<file path="src/rtl/patram_arb_pkg.sv">
// Shared types and constants for the Pattern-RAM read arbiter.
// Optional sprite-priority mode is selected by PATRAM_ARB_SPRITE_PRIO_EN.
package patram_arb_pkg;

   localparam int PATRAM_ADDR_W = 12;
   localparam int PATRAM_DATA_W = 64;
   localparam int NUM_REQ_MAX   = 4;
   localparam int ARB_ID_W      = $clog2(NUM_REQ_MAX);

   typedef logic [PATRAM_ADDR_W-1:0] patram_addr_t;
   typedef logic [PATRAM_DATA_W-1:0] patram_word_t;
   typedef logic [ARB_ID_W-1:0]      arb_id_t;

   // One slot of the return pipeline: a read in flight and who issued it.
   typedef struct packed {
      logic    valid;
      arb_id_t id;
   } ret_slot_t;

   // Round-robin successor of requester w among n requesters.
   function automatic arb_id_t next_ptr(input arb_id_t w, input int n);
      return arb_id_t'((int'(w) + 1) % n);
   endfunction

endpackage

</file>
<file path="src/rtl/patram_arbiter_rr.sv">
// Combinational round-robin picker: searches req starting at ptr, wrapping
// modulo N, and returns the first asserted requester as one-hot and as an id.
module rr_arbiter
   import patram_arb_pkg::*;
#(
   parameter int N = 3
) (
   input  logic [N-1:0] req,
   input  arb_id_t      ptr,
   output logic [N-1:0] gnt,
   output arb_id_t      gnt_id,
   output logic         gnt_vld
);

   int idx;

   // Scan N positions from ptr; the first requester found wins.
   always_comb begin
      // NOTE: every output of a combinational block gets a default before any
      // branch, so no path leaves a value unassigned and no latch is inferred.
      gnt     = '0;
      gnt_id  = '0;
      gnt_vld = 1'b0;
      idx     = 0;
      for (int i = 0; i < N; i++) begin
         idx = (int'(ptr) + i) % N;
         if (!gnt_vld && req[idx]) begin
            gnt_vld  = 1'b1;
            gnt[idx] = 1'b1;
            gnt_id   = arb_id_t'(idx);
         end
      end
   end

endmodule

</file>
<file path="src/rtl/patram_arbiter.sv">
// Pattern-RAM read-port arbiter: one round-robin grant per cycle, address
// mux onto the RAM pins, and a fixed-latency return pipeline that routes
// each read word back to its requester (0 = bg, 1 = fg, 2 = sprite).
// Define PATRAM_ARB_SPRITE_PRIO_EN to give the last requester absolute
// priority; the others then round-robin among themselves.
module patram_arbiter
   import patram_arb_pkg::*;
#(
   parameter int NUM_REQ    = 3,
   parameter int RD_LATENCY = 2
) (
   input  logic                             clk,
   input  logic                             rst_n,
   input  logic [NUM_REQ-1:0]               req,
   input  logic [NUM_REQ*PATRAM_ADDR_W-1:0] req_addr,
   output logic [NUM_REQ-1:0]               gnt,
   output logic [NUM_REQ-1:0]               rvalid,
   output patram_word_t                     rdata,
   output patram_addr_t                     patram_addr,
   input  patram_word_t                     patram_rddata,
   output logic                             busy
);

   logic [NUM_REQ-1:0] arb_req;
   logic [NUM_REQ-1:0] rr_req;
   logic [NUM_REQ-1:0] rr_gnt;
   arb_id_t            rr_id;
   logic               rr_vld;

   arb_id_t            win_id;
   logic               gnt_vld;
   arb_id_t            ptr_q, ptr_d;

   patram_addr_t       addr_q, addr_d;
   patram_word_t       rdata_q, rdata_d;
   ret_slot_t          pipe_q [RD_LATENCY];
   ret_slot_t          pipe_d [RD_LATENCY];
   logic               ret_vld;
   arb_id_t            ret_id;

   // No grants are issued while reset is held.
   assign arb_req = rst_n ? req : '0;

`ifdef PATRAM_ARB_SPRITE_PRIO_EN
   // The sprite requester is handled outside the round-robin ring.
   assign rr_req = arb_req & ~(NUM_REQ'(1) << (NUM_REQ - 1));
`else
   assign rr_req = arb_req;
`endif

   rr_arbiter #(
      .N (NUM_REQ)
   ) u_rr (
      .req     (rr_req),
      .ptr     (ptr_q),
      .gnt     (rr_gnt),
      .gnt_id  (rr_id),
      .gnt_vld (rr_vld)
   );

   // Final winner selection and pointer advance.
   always_comb begin
      gnt     = rr_gnt;
      win_id  = rr_id;
      gnt_vld = rr_vld;
      ptr_d   = ptr_q;
      if (rr_vld) begin
         ptr_d = next_ptr(rr_id, NUM_REQ);
      end
`ifdef PATRAM_ARB_SPRITE_PRIO_EN
      // Sprite overrides the ring and leaves the pointer untouched.
      if (arb_req[NUM_REQ-1]) begin
         gnt     = NUM_REQ'(1) << (NUM_REQ - 1);
         win_id  = arb_id_t'(NUM_REQ - 1);
         gnt_vld = 1'b1;
         ptr_d   = ptr_q;
      end
`endif
   end

   // Address mux: follow the winner, otherwise hold the last address so
   // the RAM pins stay quiet between reads.
   always_comb begin
      addr_d = addr_q;
      for (int i = 0; i < NUM_REQ; i++) begin
         if (gnt[i]) begin
            addr_d = req_addr[i*PATRAM_ADDR_W +: PATRAM_ADDR_W];
         end
      end
   end

   assign patram_addr = addr_d;

   // Return pipeline shift: a new slot enters on every grant cycle.
   always_comb begin
      pipe_d[0].valid = gnt_vld;
      pipe_d[0].id    = win_id;
      for (int i = 1; i < RD_LATENCY; i++) begin
         pipe_d[i] = pipe_q[i-1];
      end
   end

   assign ret_vld = pipe_q[RD_LATENCY-1].valid;
   assign ret_id  = pipe_q[RD_LATENCY-1].id;

   // Route returning data to its owner; rdata holds between returns.
   always_comb begin
      rvalid  = '0;
      rdata_d = rdata_q;
      if (ret_vld) begin
         rvalid  = NUM_REQ'(1) << ret_id;
         rdata_d = patram_rddata;
      end
   end

   assign rdata = rdata_d;

   // Any valid slot means a read is still in flight.
   always_comb begin
      busy = 1'b0;
      for (int i = 0; i < RD_LATENCY; i++) begin
         busy = busy | pipe_q[i].valid;
      end
   end

   // State registers: pointer, held address, held data and return pipeline.
   always_ff @(posedge clk or negedge rst_n) begin
      if (!rst_n) begin
         ptr_q   <= '0;
         addr_q  <= '0;
         rdata_q <= '0;
         // NOTE: the return pipeline is reset, not just its data, because a
         // stale valid bit would produce a phantom rvalid after reset.
         for (int i = 0; i < RD_LATENCY; i++) begin
            pipe_q[i] <= '0;
         end
      end else begin
         // NOTE: non-blocking assignments so every register samples the
         // pre-edge values, which is what makes the shift pipeline shift.
         ptr_q   <= ptr_d;
         addr_q  <= addr_d;
         rdata_q <= rdata_d;
         pipe_q  <= pipe_d;
      end
   end

endmodule

</file>
<file path="config.mk">
export PLATFORM = sky130hd
export DESIGN_NAME = patram_arbiter
export DESIGN_NICKNAME = d
export VERILOG_FILES = /design/src/rtl/patram_arb_pkg.sv /design/src/rtl/patram_arbiter_rr.sv /design/src/rtl/patram_arbiter.sv
export SDC_FILE = /design/constraint.sdc
export NUM_CORES = 1
export LEC_CHECK = 0
export ABC_AREA = 0
export BUFFER_PORTS_ARGS = -buffer_cell sky130_fd_sc_hd__buf_4
export CAP_MARGIN = 20
export CORE_ASPECT_RATIO = 1.2
export CORE_UTILIZATION = 42
export CTS_BUF_LIST = sky130_fd_sc_hd__clkbuf_8
export DETAILED_ROUTE_END_ITERATION = 8
export PLACE_DENSITY = 0.78
export SLEW_MARGIN = 20
export SYNTH_ARGS = -nofsm -noshare
export SYNTH_HDL_FRONTEND = slang
export SYNTH_SLANG_ARGS = --single-unit
</file>
<file path="constraint.sdc">
create_clock -name clk -period 2.43 [get_ports clk]
set_input_delay 0.243 -clock clk [delete_from_list [all_inputs] [get_ports clk]]
set_output_delay 0.243 -clock clk [all_outputs]
set_load 0.03 [all_outputs]
</file>
==> flow_summary_export.csv <==
group,metric,value,unit
outcome,status,"finished with violations",
outcome,violations,"setup timing",
yosys,syn_area,3593,µm²
yosys,ys_seq_area_frac,0.5850,
clock_tree,htreeDepth,3,
clock_tree,insertion_delay,340,ps
grt,grtUsageTotal,0.2243,
setup_path,slowest_delay,450,ps
finish,drive_gt1_frac,0.6741,
finish,final_cell_mix,"204 x buf_4, 82 x dfrtp_1, 66 x mux2_2, 29 x inv_1, 17 x buf_6",
clock_tree,cts_buffer_depth,2,
detailed_routing,drt-total-wl,10.04,mm
pwr,p_leak,0.002898,µW
timing,timing.max_slew.rel_slack,0.3965,
yosys,ys_types,30,
setup_path,crit_path_start_kind,"register",
setup_path,crit_chain,"inv_2 -> ha_4 -> buf_6 -> nand4b_1 -> o21ai_2 -> a21oi_1 -> a221o_1 -> buf_12 -> mux2i_1 -> a222oi_1 -> buf_4",
placement,place_ws,-550.1,ps
timing,period_minus_slack,3095,ps
timing,skew,6.036,ps
die,initial_core_util,0.4383,
yosys,synth_warnings,0,
pwr,finalPower,9043,µW
detailed_routing,routed_wire_length_per_instance,16.59,µm
hold_path,hold_class,"input pin to register",
die,io_pins,188,
timing,tightestPinTransition,905.2,ps
yosys,syn_nets,372,
yosys,synth_cells,262,
detailed_routing,vias,3019,
pwr,p_per_area,1561,nW/µm²
clock_tree,cts_buffers,9,
timing,fin_ws,-665.1,ps
timing,max_freq,0.3231,GHz
setup_path,slowest_stage,"dfrtp_2",
clock_tree,clk_transition_reported_paths,80,ps
placement,hpwl,7.056,mm
setup_path,cp-end-kind,"output pin",
clock_tree,clock_sink_count,84,
timing,hold_viol,0,
placement,io_buffers,187,
finish,antenna_cells,0,
detailed_routing,drt_iter0_drc,95,
finish,final_common_cell,"buf_4",
timing,setup_viol,19,
finish,area_delta_synth_final,61.18,%
detailed_routing,routed_via_density,4.990,
grt,grt_pass1_vias,3015,
timing,fin_crit_sh,1.274,
grt,grt_pass1_wl,14.92,mm
die,die_w,86.44,µm
yosys,avgSynthCellArea,13.72,µm²
die,die_height,103.3,µm
clock_tree,cts_root_buffer,"clkbuf_8",
clock_tree,cts_tree,"yes",
detailed_routing,drt-pass1-iter-count,5,
die,num_rows,36,
setup_path,critical_path_class,"register to output pin",
pwr,irDropWorstVdd,0.0008142,V
finish,fin_util,0.7065,
detailed_routing,final_antenna_net_count,0,
setup_path,worstPathMaxFanout,13,
flow_run,cap_violations,0,
setup_path,arrival,2850,ps
timing,rsz0062_at_grt,"true",
detailed_routing,remaining_drc_errors,0,
grt,grt_max_degree,72,
timing,maxSlewViolCount,0,
grt,antenna_found_initial,1,
grt,grt_overflow,0,
die,core-area,8198,µm²
yosys,ys_seq_elements,84,
setup_path,cp_data_required_time,2190,ps
finish,nets,596,
die,die_area,8931,µm²
placement,gp_congestion,0.8817,
timing,hold_ws,144.2,ps
setup_path,reg2reg_slack,-640,ps
layout make-up:
| class | instances | area, µm² |
|---|---|---|
| Fill cell | 608 | 2406 |
| Inverter | 30 | 112.6 |
| Tap cell | 114 | 142.6 |
| Multi-Input combinational cell | 137 | 1465 |
| Timing Repair Buffer | 224 | 1773 |
| Clock inverter | 6 | 56.30 |
| Clock buffer | 10 | 137.6 |
| Sequential cell | 84 | 2105 |
routing by layer:
layer / part of all wire / global-route usage / up-vias
met5: 0.0010 / 0 / -
met3: 0.079 / 0.06190 / 17
li1: - / - / 1364
met1: 0.36 / 0.2364 / 1499
met4: 0.018 / 0.08333 / 2
met2: 0.54 / 0.4261 / 137
synth_stat cells:
cell / count / area (µm²)
or2_2: 2 / 12.51
buf_12: 1 / 20.02
clkbuf_1: 9 / 33.78
inv_1: 29 / 108.9
ha_1: 5 / 62.56
nand4b_1: 2 / 17.52
buf_6: 1 / 11.26
o22ai_1: 1 / 6.260
and2b_1: 1 / 7.510
dfrtp_1: 84 / 2102
o221ai_1: 1 / 8.760
nand4_1: 1 / 6.260
nand2_1: 5 / 18.77
nor3_1: 1 / 5.000
nor2b_1: 3 / 18.77
nor2_1: 4 / 15.01
a21oi_1: 4 / 20.02
a21o_1: 1 / 7.510
o22ai_2: 1 / 12.51
nand2b_1: 4 / 25.02
and3b_1: 1 / 8.760
nor3b_1: 1 / 7.510
nand3_1: 1 / 5.000
o21ai_2: 2 / 17.52
inv_2: 1 / 3.750
buf_1: 2 / 7.510
mux2_2: 66 / 743.2
a222oi_1: 12 / 120.1
mux2i_1: 15 / 150.1
a221o_1: 1 / 10.01
kinds of logic (layout without fill, tap and decap cells):
kind of cell / count (synthesis) / in the layout / share of synthesized area
buf+inv: 43 / 270 / 0.05153
compound gates: 23 / 24 / 0.05641
fa+ha+maj: 5 / 5 / 0.01741
simple gates: 26 / 27 / 0.04109
flops: 84 / 84 / 0.5850
mux: 81 / 81 / 0.2486
critical path: cells and delay by family, from the launching register on:
family / cells / cell delay [ps]
AOI/OAI and AO/OA: 4 / 1000
buffers and inverters: 4 / 620
DFF: 1 / 450
adders and majority gates: 1 / 170
and+or+nand+nor: 1 / 160
muxes: 1 / 120
state kept, by name, summed over array words and instances (netlist names):
register,count
addr_q,12
pipe_d,3
ptr_q,2
rdata_q,64
ret_id,2
ret_vld,1
worst paths after layout:
check | start | to | depth (start not counted)
setup / recovery | ptr_q[1]$_DFFE_PN0P_ | patram_addr[5] | 11
hold / removal | patram_rddata[29] | rdata_q[29]$_DFF_PN0_ | 2
setup reg to reg | ptr_q[1]$_DFFE_PN0P_ | addr_q[5]$_DFF_PN0_ | 18
hold reg to reg | pipe_d[0]$_DFF_PN0_ | ret_id[0]$_DFF_PN0_ | 0
max in group asynchronous | rst_n | ret_vld$_DFF_PN0_ | 4
min in group asynchronous | rst_n | pipe_d[0]$_DFF_PN0_ | 3
through the flow:
step | area [µm²] | cells | TNS (ps)
detailed placement | 5254 | 568 | -9440
global route | 5792 | 605 | -10730
global placement | 5254 | 568 | -4586
finish | 5792 | 605 | -8571
CTS | 5763 | 603 | -7518
floorplan | 3620 | 262 | -10620
power by group:
| group | internal (µW) | switching (µW) |
|---|---|---|
| registers | 2080 | 257 |
| logic | 2580 | 3140 |
| clock network | 494 | 479 |
| total | 5160 | 3880 |
what timing repair did:
item	CTS	global route
hold endpoints to repair	13	0
resized for setup	37	5
setup buffers	15	3
hold buffers	1	0
endpoints found under the setup margin	28	25
gates cloned	3	0
pin swaps	6	5
(Power assumes the default switching activity.)
